==> src/rtl/rr_pkg.sv <==
// Shared constants and types for the register-read stage.
package rr_pkg;

  localparam int RR_DW    = 16;
  localparam int RR_NREG  = 8;
  localparam int RR_IMM_S = 6;
  localparam int RR_IMM_L = 9;
  localparam int PC_REG   = RR_NREG - 1;

  typedef enum logic {
    IMM_SHORT = 1'b0,
    IMM_LONG  = 1'b1
  } imm_sel_e;

  // Index of the PC-shadow register for an arbitrary register count.
  function automatic int pc_reg_idx(input int nreg);
    return nreg - 1;
  endfunction

endpackage

==> src/rtl/reg_file_p.sv <==
// Architectural register file: NREG x DW storage, writeback/PC-shadow write
// priority, and the optional write-to-read bypass.
// Config macro: RR_BYPASS_EN (reads see same-cycle writes when defined).
module reg_file_p
  import rr_pkg::*;
#(
  parameter int DW   = RR_DW,
  parameter int NREG = RR_NREG,
  parameter int AW   = $clog2(NREG)
) (
  input  logic             clk,
  input  logic             reset_n,
  input  logic             wb_we,
  input  logic [AW-1:0]    rf_a3,
  input  logic [DW-1:0]    wb_data,
  input  logic             pc_we,
  input  logic [DW-1:0]    pc_data,
  input  logic [AW-1:0]    rf_a1,
  input  logic [AW-1:0]    rf_a2,
  output logic [DW-1:0]    rd1,
  output logic [DW-1:0]    rd2,
  output logic [NREG*DW-1:0] reg_dump
);

  localparam logic [AW-1:0] PC_ADDR = AW'(pc_reg_idx(NREG));

  logic [DW-1:0] regs [NREG];

  // Storage update: writeback beats the PC-shadow write on the last register.
  always_ff @(posedge clk or negedge reset_n) begin
    if (!reset_n) begin
      for (int unsigned i = 0; i < NREG; i++) regs[i] <= '0;
    end else begin
      for (int unsigned i = 0; i < NREG; i++) begin
        if (wb_we && rf_a3 == AW'(i))
          regs[i] <= wb_data;
        else if (pc_we && AW'(i) == PC_ADDR)
          regs[i] <= pc_data;
      end
    end
  end

  // Read ports, optionally forwarding the write data of this cycle.
  always_comb begin
    rd1 = regs[rf_a1];
    rd2 = regs[rf_a2];
`ifdef RR_BYPASS_EN
    if (wb_we && rf_a3 == rf_a1)           rd1 = wb_data;
    else if (pc_we && rf_a1 == PC_ADDR)    rd1 = pc_data;
    if (wb_we && rf_a3 == rf_a2)           rd2 = wb_data;
    else if (pc_we && rf_a2 == PC_ADDR)    rd2 = pc_data;
`endif
  end

  // Debug view of the live register contents, R0 in the LSBs.
  always_comb begin
    reg_dump = '0;
    for (int unsigned i = 0; i < NREG; i++) reg_dump[i*DW +: DW] = regs[i];
  end

endmodule

==> src/rtl/reg_read_stage_p.sv <==
// Register-read stage: register file, immediate formation, PC-relative
// target, and a valid/ready output register with stall and flush.
// Config macro: RR_BYPASS_EN (write-to-read bypass in the register file).
module reg_read_stage_p
  import rr_pkg::*;
#(
  parameter int DW    = RR_DW,
  parameter int NREG  = RR_NREG,
  parameter int AW    = $clog2(NREG),
  parameter int IMM_S = RR_IMM_S,
  parameter int IMM_L = RR_IMM_L
) (
  input  logic               clk,
  input  logic               reset_n,
  input  logic               in_valid,
  output logic               in_ready,
  input  logic [DW-1:0]      inst,
  input  logic [DW-1:0]      pc_in,
  input  logic [AW-1:0]      rf_a1,
  input  logic [AW-1:0]      rf_a2,
  input  logic               imm_sel,
  input  logic               flush,
  input  logic               wb_we,
  input  logic [AW-1:0]      rf_a3,
  input  logic [DW-1:0]      wb_data,
  input  logic               pc_we,
  input  logic [DW-1:0]      pc_data,
  output logic               out_valid,
  input  logic               out_ready,
  output logic [DW-1:0]      out_pc,
  output logic [DW-1:0]      out_pc_imm,
  output logic [DW-1:0]      out_imm,
  output logic [DW-1:0]      out_zpad,
  output logic [DW-1:0]      out_d1,
  output logic [DW-1:0]      out_d2,
  output logic [NREG*DW-1:0] reg_dump
);

  logic [DW-1:0] rd1, rd2;
  logic [DW-1:0] imm_s, imm_l, imm, pc_imm, zpad;
  logic          accept;
  logic          unused_inst_hi;

  reg_file_p #(
    .DW  (DW),
    .NREG(NREG),
    .AW  (AW)
  ) u_rf (
    .clk     (clk),
    .reset_n (reset_n),
    .wb_we   (wb_we),
    .rf_a3   (rf_a3),
    .wb_data (wb_data),
    .pc_we   (pc_we),
    .pc_data (pc_data),
    .rf_a1   (rf_a1),
    .rf_a2   (rf_a2),
    .rd1     (rd1),
    .rd2     (rd2),
    .reg_dump(reg_dump)
  );

  // Instruction bits above the long immediate are not used by this stage.
  assign unused_inst_hi = ^inst[DW-1:IMM_L];

  // Immediate forms and PC-relative target (carry out discarded).
  always_comb begin
    imm_s  = {{(DW-IMM_S){inst[IMM_S-1]}}, inst[IMM_S-1:0]};
    imm_l  = {{(DW-IMM_L){inst[IMM_L-1]}}, inst[IMM_L-1:0]};
    imm    = (imm_sel_e'(imm_sel) == IMM_LONG) ? imm_l : imm_s;
    zpad   = {inst[IMM_L-1:0], {(DW-IMM_L){1'b0}}};
    pc_imm = pc_in + imm;
  end

  assign in_ready = !out_valid || out_ready;
  assign accept   = in_valid && in_ready;

  // Output pipeline register: flush kills, accept loads, drain clears valid.
  always_ff @(posedge clk or negedge reset_n) begin
    if (!reset_n) begin
      out_valid  <= 1'b0;
      out_pc     <= '0;
      out_pc_imm <= '0;
      out_imm    <= '0;
      out_zpad   <= '0;
      out_d1     <= '0;
      out_d2     <= '0;
    end else if (flush) begin
      out_valid <= 1'b0;
    end else if (accept) begin
      out_valid  <= 1'b1;
      out_pc     <= pc_in;
      out_pc_imm <= pc_imm;
      out_imm    <= imm;
      out_zpad   <= zpad;
      out_d1     <= rd1;
      out_d2     <= rd2;
    end else if (out_ready) begin
      out_valid <= 1'b0;
    end
  end

endmodule

==> config.mk <==
export PLATFORM = sky130hd
export DESIGN_NAME = reg_read_stage_p
export DESIGN_NICKNAME = d
export VERILOG_FILES = /design/src/rtl/rr_pkg.sv /design/src/rtl/reg_file_p.sv /design/src/rtl/reg_read_stage_p.sv
export SDC_FILE = /design/constraint.sdc
export NUM_CORES = 1
export LEC_CHECK = 0
export ABC_AREA = 1
export CORE_MARGIN = 5
export CORE_UTILIZATION = 52
export CTS_CLUSTER_DIAMETER = 40
export CTS_CLUSTER_SIZE = 12
export DETAILED_ROUTE_END_ITERATION = 8
export GPL_TIMING_DRIVEN = 0
export HOLD_SLACK_MARGIN = 0.02
export PLACE_DENSITY = 0.9
export SYNTH_ARGS = -nofsm -noshare
export SYNTH_HDL_FRONTEND = slang
export SYNTH_SLANG_ARGS = --single-unit
==> constraint.sdc <==
create_clock -name clk -period 2.72 [get_ports clk]
set_input_delay 0.544 -clock clk [delete_from_list [all_inputs] [get_ports clk]]
set_output_delay 0.544 -clock clk [all_outputs]
set_load 0.01 [all_outputs]
Yosys cells after proc, flatten, opt, wreduce, memory -nomap -nowiden

Cells that the tools add are included.

Mux-type cells: 12
Eq/ne operators: 7
Reduce and logical (&&, ||, !) cells: 15
Magnitude comparators: 2
Bitwise gates (word level): 3
Add/sub/neg operators: 1

Operators with widths:

| cell                                                                   | count |
|---|---|
| 16-bit two-way mux                                                     | 7 |
| 16-bit binary-select mux with 3-bit select                             | 2 |
| 16-bit adder                                                           | 1 |
| 3-bit equality test (second input constant)                            | 4 |
| 1-bit logical AND                                                      | 9 |
| 4-bit >= comparator (second input constant)                            | 2 |
| 3-bit inverter with 4-bit output                                       | 2 |
| 3-bit by 2-bit equality test with 1-bit output (second input constant) | 2 |
| 3-bit by 1-bit equality test with 1-bit output (second input constant) | 1 |
| 3-bit zero test                                                        | 1 |
| 1-bit two-way mux                                                      | 3 |
| 3-bit nonzero test                                                     | 1 |
| 2-bit AND reduction                                                    | 1 |
| 2-bit nonzero test                                                     | 1 |
| 1-bit zero test                                                        | 1 |
| 1-bit logical OR                                                       | 1 |
| 1-bit inverter                                                         | 1 |

Register bits: 218
Output and inout bits: 226
Input port bits: 81

Depth between registers and ports, before layout

Gate-level depths: netlist of run 1.

Word-level depth: 5
Gate-level depth with buffers: 13
Depth with buffers taken out: 13

Hierarchy

Synthesis of run 1 repeated with hierarchy kept, for this count alone.

Cell total of the unflattened synthesis: 1,725
Area total of the unflattened synthesis: 11,668.7 um^2

By module, submodules not included:

| module           | cells an instance | times used | area an instance (um^2) |
|---|---|---|---|
| reg_file_p       | 1,203             | 1          | 7,692.4 |
| reg_read_stage_p | 522               | 1          | 3,976.3 |

Worst setup path after synthesis of run 1

OpenSTA, ideal clock, no wires.

Kind: in2reg
Start: input port imm_sel
End: register out_pc_imm[13]
Setup slack: 0.756 ns
Data arrival time: 1.846 ns
Required time: 2.602 ns
Cell stages on the path: 11
Path buffers: 0
Cells stage by stage: inv_1 -> o21ai_2 -> ha_1 -> nand2_1 -> inv_1 -> nand2_1 -> nand2_1 -> a21oi_1 -> nand3_1 -> nand3_1 -> nand2_1

Word-level cells in the longest chain between the ends: 2

RTL lines:

| item                 | RTL line               | text |
|---|---|---|
| from (decl)          | reg_read_stage_p.sv:21 | `input logic imm_sel,` |
| 16-bit two-way mux   | reg_read_stage_p.sv:70 | `imm = (imm_sel_e'(imm_sel) == IMM_LONG) ? imm_l : imm_s;` |
| net imm[10]          | reg_read_stage_p.sv:40 | `logic [DW-1:0] imm_s, imm_l, imm, pc_imm, zpad;` |
| 16-bit adder         | reg_read_stage_p.sv:72 | `pc_imm = pc_in + imm;` |
| to (signal assigned) | reg_read_stage_p.sv:93 | `out_pc_imm <= pc_imm;` |
| to (decl)            | reg_read_stage_p.sv:31 | `output logic [DW-1:0] out_pc_imm,` |

The timed path passes the listed nets, and every way through them passes these cells.
A chain may end at the register's enable or synchronous reset.

==> run metrics, run 1 <==
via count of the first global-routing pass=11.7k; Seq/Total Area, Yosys=47.3%; post-CTS setup buffer count=0; later-pin clock latency in the skew report=0.56 ns; Die X-Extent=154 um; Final Cycle Share=84.6%; first-pass GRT wire length=69300 um; WP data required=2.18 ns; pwr/cell area=774 mW/mm2; GP Congestion=0.992; drt drc=0; Worst setup SP type=flip-flop; asr flop ratio synth=100%; crit end category=output pin; antenna violations before repair=0; antenna-violating nets left=0; grt total ovfl=0; Leak=7.25 nW; CTS H-Tree Depth=1; RSZ-0062 raised after global routing=no; Yosys warnings=0; I/O pins=307; final setup fails=0; CTS Sinks=205; final net count=1824; number of diodes=0; routed via count=11.9k; VDD IR-drop max=0.000502 V; arrival time at the worst endpoint=1.76 ns; Least-Margin Pin Slew=0.772 ns; Syn-to-layout area delta=40.2%; worst hold path class=in -> async; Worst slew margin=48.5%; vias per cell=5.88; Main synth FF type=dfrtp_1; setup tns final=0 ns; drt wl/cell=22.4 um; Crit Path Category=reg -> out; clock buffer depth=3; mapped cell area=0.0108 mm2; Post-DP Area=0.0141 mm2; DP HPWL=33900 um; # hold bufs at CTS=0; Final Slew Violations=0; Tot GR Track Use=37.1%; starting density of the core=53.3%; status=completed; EDFF count, synth=0; DR iter-0 viols=1215; crit path max fanout=9; root buffer cell=clkbuf_16; total core area=0.0204 mm2; fmax=435 MHz; pin count of the biggest net entering global routing=106; Reg clk slew, reported paths=0.06 ns; post-route minimum period=2.30 ns; I/O Buffers=285; Syn Inst Count=1402; Post-Route WL=45400 um; post-CTS sizing=0; Synth Register Bits=205; layout cell share with drive strength beyond 1=7.99%; Post-Layout Inst Area=0.0152 mm2; CTS Buf Count=31; Pwr Total=11.8 mW; Die ar.=0.0238 mm2; Pre-antenna DRT Iters=8; Hold Vio Cnt, Final=0; CTS tree=done; post-synthesis average cell area=7.73 um2; max-capacitance violation count=0; Final Skew=0.0163 ns; Row Count=52; die height=154 um; post-synth cell types=30
critical path, stage by stage (launching register included):
cell and delay (ns):
dfrtp_1 0.50, buf_4 0.17, clkdlybuf4s50_1 0.52
worst paths after layout:
kind / startpoint / to / slack, ns / depth (start not counted)
max: out_imm[14]$_DFFE_PN0P_ / out_imm[9] / 0.42 / 2
min: reset_n / out_pc[6]$_DFFE_PN0P_ / 0.03 / 1
max reg2reg: out_valid$_DFFE_PN0P_ / out_d2[4]$_DFFE_PN0P_ / 0.94 / 6
min reg2reg: out_pc[6]$_DFFE_PN0P_ / out_pc[6]$_DFFE_PN0P_ / 0.48 / 2
max in group asynchronous: reset_n / u_rf.reg_dump[78]$_DFFE_PN0P_ / 1.65 / 2
min in group clk: pc_we / u_rf.reg_dump[113]$_DFFE_PN0P_ / 0.36 / 3
cells in the mapped netlist, drive strengths merged (4+ instances only):
master,instances,area [um2]
a21oi,72,360
buf,77,472
clkbuf,34,128
dfrtp,205,5130
ha,15,188
inv,134,503
nand2,433,1630
nand3,129,646
nor2,15,56.3
nor3,4,31.3
o211ai,64,485
o21ai,189,950
o221ai,16,140
xnor2,6,52.6
cells in the final DEF (no fill, tap or decap), types with 5 or more instances in the layout:
master / Yosys / final
inv_6: 0 / 6
o21ai_0: 186 / 186
nand3_1: 129 / 129
xnor2_1: 6 / 6
clkdlybuf4s50_1: 0 / 284
conb_1: 1 / 7
buf_4: 30 / 30
clkbuf_16: 0 / 31
a21oi_1: 72 / 72
clkbuf_1: 34 / 36
o211ai_1: 63 / 63
clkinvlp_4: 0 / 5
nor2_1: 15 / 15
buf_2: 44 / 44
o221ai_1: 16 / 16
ha_1: 15 / 15
inv_1: 132 / 132
nand2_1: 432 / 432
dfrtp_1: 205 / 205
bufinv_16: 0 / 5
logic make-up after synthesis:
| kind of cell | after synthesis | share of synthesized area (%) |
|---|---|---|
| and+or+nand+nor | 586 | 22.1 |
| AOI/OAI and AO/OA | 341 | 17.8 |
| buffers and inverters | 245 | 10.2 |
| DFF | 205 | 47.3 |
| adders and majority gates | 16 | 1.92 |
| xor gates and xnor gates | 8 | 0.646 |
| other | 1 | 0.0346 |
sequential cells by signal (all words and copies together), names as in the netlist:
signal,count
out_d2,16
out_valid,1
out_imm,9
out_pc_imm,16
u_rf.reg_dump,128
out_zpad,3
out_d1,16
out_pc,16
power breakdown:
group	internal [mW]	leakage (nW)	switching, mW
clock	2.68	0.533	1.60
sequential	3.60	2.56	0.588
combinational	1.60	4.16	1.69
stage by stage:
step	instances	worst slack, ns	utilization [%]	hold slack, ns
global placement	1963	-7.11	69.0	0.453
detailed placement	1964	-0.0256	69.2	0.457
CTS	2022	0.414	74.7	0.0462
finish	2022	0.420	74.7	0.0273
floorplan	1408	0.756	-	0.248
global route	2022	0.364	74.7	0.0880
metal layers:
metal,wire length (um),vias up,track usage (%),part of all wire (%)
met3,5600,150,9.53,12
met4,2000,0,13.7,4.4
met2,21200,856,62.0,47
met1,16600,5616,46.8,36
met5,0,-,0,0
li1,-,5273,-,-
layout make-up:
type / count / area [um2]
clock buffers: 36 / 825
flip-flops and latches: 205 / 5130
inverters: 134 / 503
multi-input cells: 958 / 4630
repair buffers: 286 / 2890
well taps: 270 / 338
plain buffers: 111 / 599
clock inverters: 22 / 294
fillers: 1554 / 5160
(Power assumes the default switching activity.)
==> inputs of run 2 (changes only) <==
--- a/config.mk
+++ b/config.mk
@@ -7,13 +7,13 @@
 export LEC_CHECK = 0
 export ABC_AREA = 1
 export CORE_MARGIN = 5
-export CORE_UTILIZATION = 52
+export CORE_UTILIZATION = 44
 export CTS_CLUSTER_DIAMETER = 40
 export CTS_CLUSTER_SIZE = 12
 export DETAILED_ROUTE_END_ITERATION = 8
 export GPL_TIMING_DRIVEN = 0
 export HOLD_SLACK_MARGIN = 0.02
-export PLACE_DENSITY = 0.9
+export PLACE_DENSITY = 0.82
 export SYNTH_ARGS = -nofsm -noshare
 export SYNTH_HDL_FRONTEND = slang
 export SYNTH_SLANG_ARGS = --single-unit
==> constraint.sdc (replaced) <==
create_clock -name clk -period 1.9 [get_ports clk]
set_input_delay 0.38 -clock clk [delete_from_list [all_inputs] [get_ports clk]]
set_output_delay 0.38 -clock clk [all_outputs]
set_load 0.01 [all_outputs]
==> run metrics, run 2 (synthesized netlist as in run 1, its figures left out) <==
Final Cycle Share=99.1%; Leak=7.87 nW (+8.5%); Reg clk slew, reported paths=0.06 ns (about the same); FILL cells=2075 (+34%); DR iter-0 viols=1264 (+4.0%); final setup fails=0 (unchanged); I/O Buffers=285 (unchanged); Worst slew margin=49.6% (+1.1 points); Tot GR Track Use=31.1% (-6.0 points); root buffer cell=clkbuf_16; max reg flops=128 (unchanged); Syn-to-layout area delta=42.7%; status=completed; pre-CTS setup slack=-0.771 ns (-0.745 ns); Crit-path slowest cell=clkdlybuf4s50_1; clock buffer depth=3 (unchanged); pin count of the biggest net entering global routing=114 (+7.5%); Post-Place Cells=2018 (+2.7%); layout cell share with drive strength beyond 1=10.9% (+3.0 points); pwr/cell area=1060 mW/mm2 (+38%); final net count=1846 (+1.2%); antenna violations before repair=0 (unchanged); die height=167 um (+8.1%); starting density of the core=44.6% (-8.7 points); crit path setup slack, layout=0.0180 ns (-0.402 ns); crit end category=output pin; max-capacitance violation count=0 (unchanged); CTS tree=done; Post-Route WL=45600 um (+0.57%); number of diodes=0 (unchanged); WP data required=1.52 ns (-0.66 ns); Reg area=0.00514 mm2 (+0.20%); Pre-antenna DRT Iters=6 (-2); Worst setup SP type=flip-flop; via count of the first global-routing pass=11.6k (-0.73%); Row Count=57 (+9.6%); commonest cells after routing, fill and taps aside=nand2_1, dfrtp_1, o21ai_0; buffers and inverters on the worst path=1 (-1); fmax=531 MHz; grt total ovfl=0 (unchanged); Final Skew=0.0126 ns (-0.00361 ns); drt drc=0 (unchanged); CTS Sinks=205 (unchanged); post-route minimum period=1.88 ns; CTS H-Tree Depth=1 (unchanged); Cell Chain, Critical Path=clkdlybuf4s50_1; GP Congestion=0.956 (-3.6%); Final Slew Violations=0 (unchanged); Die ar.=0.0279 mm2 (+17%); Hold Vio Cnt, Final=0 (unchanged); CP peak stage delay=0.55 ns (+0.03 ns); filler-free cell count of the finished design=2096 (+3.7%); antenna-violating nets left=0 (unchanged); I/O pins=307 (unchanged); later-pin clock latency in the skew report=0.56 ns (about the same); total core area=0.0243 mm2 (+19%); drt wl/cell=21.8 um (-3.0%); Least-Margin Pin Slew=0.756 ns (-0.0165 ns); WHS=0.195 ns (+0.168 ns); worst hold path class=in -> reg; CTS Buf Count=30 (-3.2%); Die X-Extent=167 um (+8.1%); routed via count=11.7k (-1.3%); commonest non-fill, non-tap cell in the layout=nand2_1; crit path max fanout=3 (-6); CP delay by family, top=buffers and inverters; DP HPWL=34500 um (+1.7%); VDD IR-drop max=0.000648 V (+29%); first-pass GRT wire length=68100 um (-1.8%); Crit Path Category=reg -> out; Multi-input gate area=0.00475 mm2 (+2.5%); arrival time at the worst endpoint=1.50 ns (-0.26 ns); vias per cell=5.60 (-4.8%)
run 2: cell types whose count changed in the layout (fill, tap and decap cells not counted), sizes merged:
cell,before,now
clkdlybuf4s50,284,163
dlygate4sd2,0,92
buf,79,108
dlymetal6s2s,0,22
clkbuf,70,72
clkinvlp,5,3
bufinv,5,4
clkinv,4,3
dlygate4sd3,0,1
inv,142,141
run 2: worst register-to-register path, cell delays in order, from the launching register on:
cell	delay [ns]
dfrtp_1	0.39
inv_1	0.08
nor2_2	0.05
nor3_4	0.24
clkbuf_1	0.61
nand3_1	0.30
nand2_1	0.12
run 2: final cells by class:
class                   instances  area share [%]
multi-input cells             958            30.7
plain buffers                 111            3.87
repair buffers                309            19.3
clock buffers                  38            5.51
clock inverters                17            1.53
flip-flops and latches        205            33.2
inverters                     134            3.27
well taps                     324            2.62
run 2: power breakdown:
| group | switching, mW | total, mW | leakage (nW) | internal, mW |
|---|---|---|---|---|
| clock network | 2.19 | 5.95 | 0.527 | 3.76 |
| logic | 2.48 | 4.60 | 4.79 | 2.12 |
| registers | 0.754 | 5.92 | 2.55 | 5.16 |
| total | 5.42 | 16.5 | 7.87 | 11.0 |
run 2: layer usage:
metal | wire (um) | vias up | GRT usage (%)
met5 | 0 | - | 0
met4 | 2210 | 0 | 13.6
met1 | 16900 | 5514 | 37.2
met2 | 21200 | 763 | 52.5
met3 | 5280 | 151 | 8.91
li1 | - | 5307 | -
run 2: timing repair:
action                     CTS  global route
pin swaps                    2             3
gates resized for setup    118            37
buffers inserted            20             2
hold endpoints to repair    92             0
hold buffers                 1             0
setup endpoints to repair  117            29
run 2: through the flow:
step / instance area [um2] / total power, mW / TNS, ns / util [%]
final: 15500 / 16.5 / 0 / 63.6
after global routing: 15500 / 17.1 / -0.0890 / 63.6
after CTS: 15400 / 16.4 / 0 / 63.1
after detailed placement: 14200 / 10.6 / -19.29 / 58.2
after global placement: 14100 / 10.5 / -1639.48 / 58.1
after floorplan: 10900 / 7.79 / 0 / -
run 2: final timing paths:
path	cells after the start	from	to	slack, ns
setup / recovery	1	u_rf.reg_dump[20]$_DFFE_PN0P_	reg_dump[20]	0.02
hold / removal	3	pc_we	u_rf.reg_dump[113]$_DFFE_PN0P_	0.20
setup reg to reg	6	out_valid$_DFFE_PN0P_	out_d2[4]$_DFFE_PN0P_	0.05
hold reg to reg	2	out_pc[10]$_DFFE_PN0P_	out_pc[10]$_DFFE_PN0P_	0.47
max in group asynchronous	3	reset_n	u_rf.reg_dump[45]$_DFFE_PN0P_	0.41
min in group asynchronous	2	reset_n	u_rf.reg_dump[82]$_DFFE_PN0P_	0.40
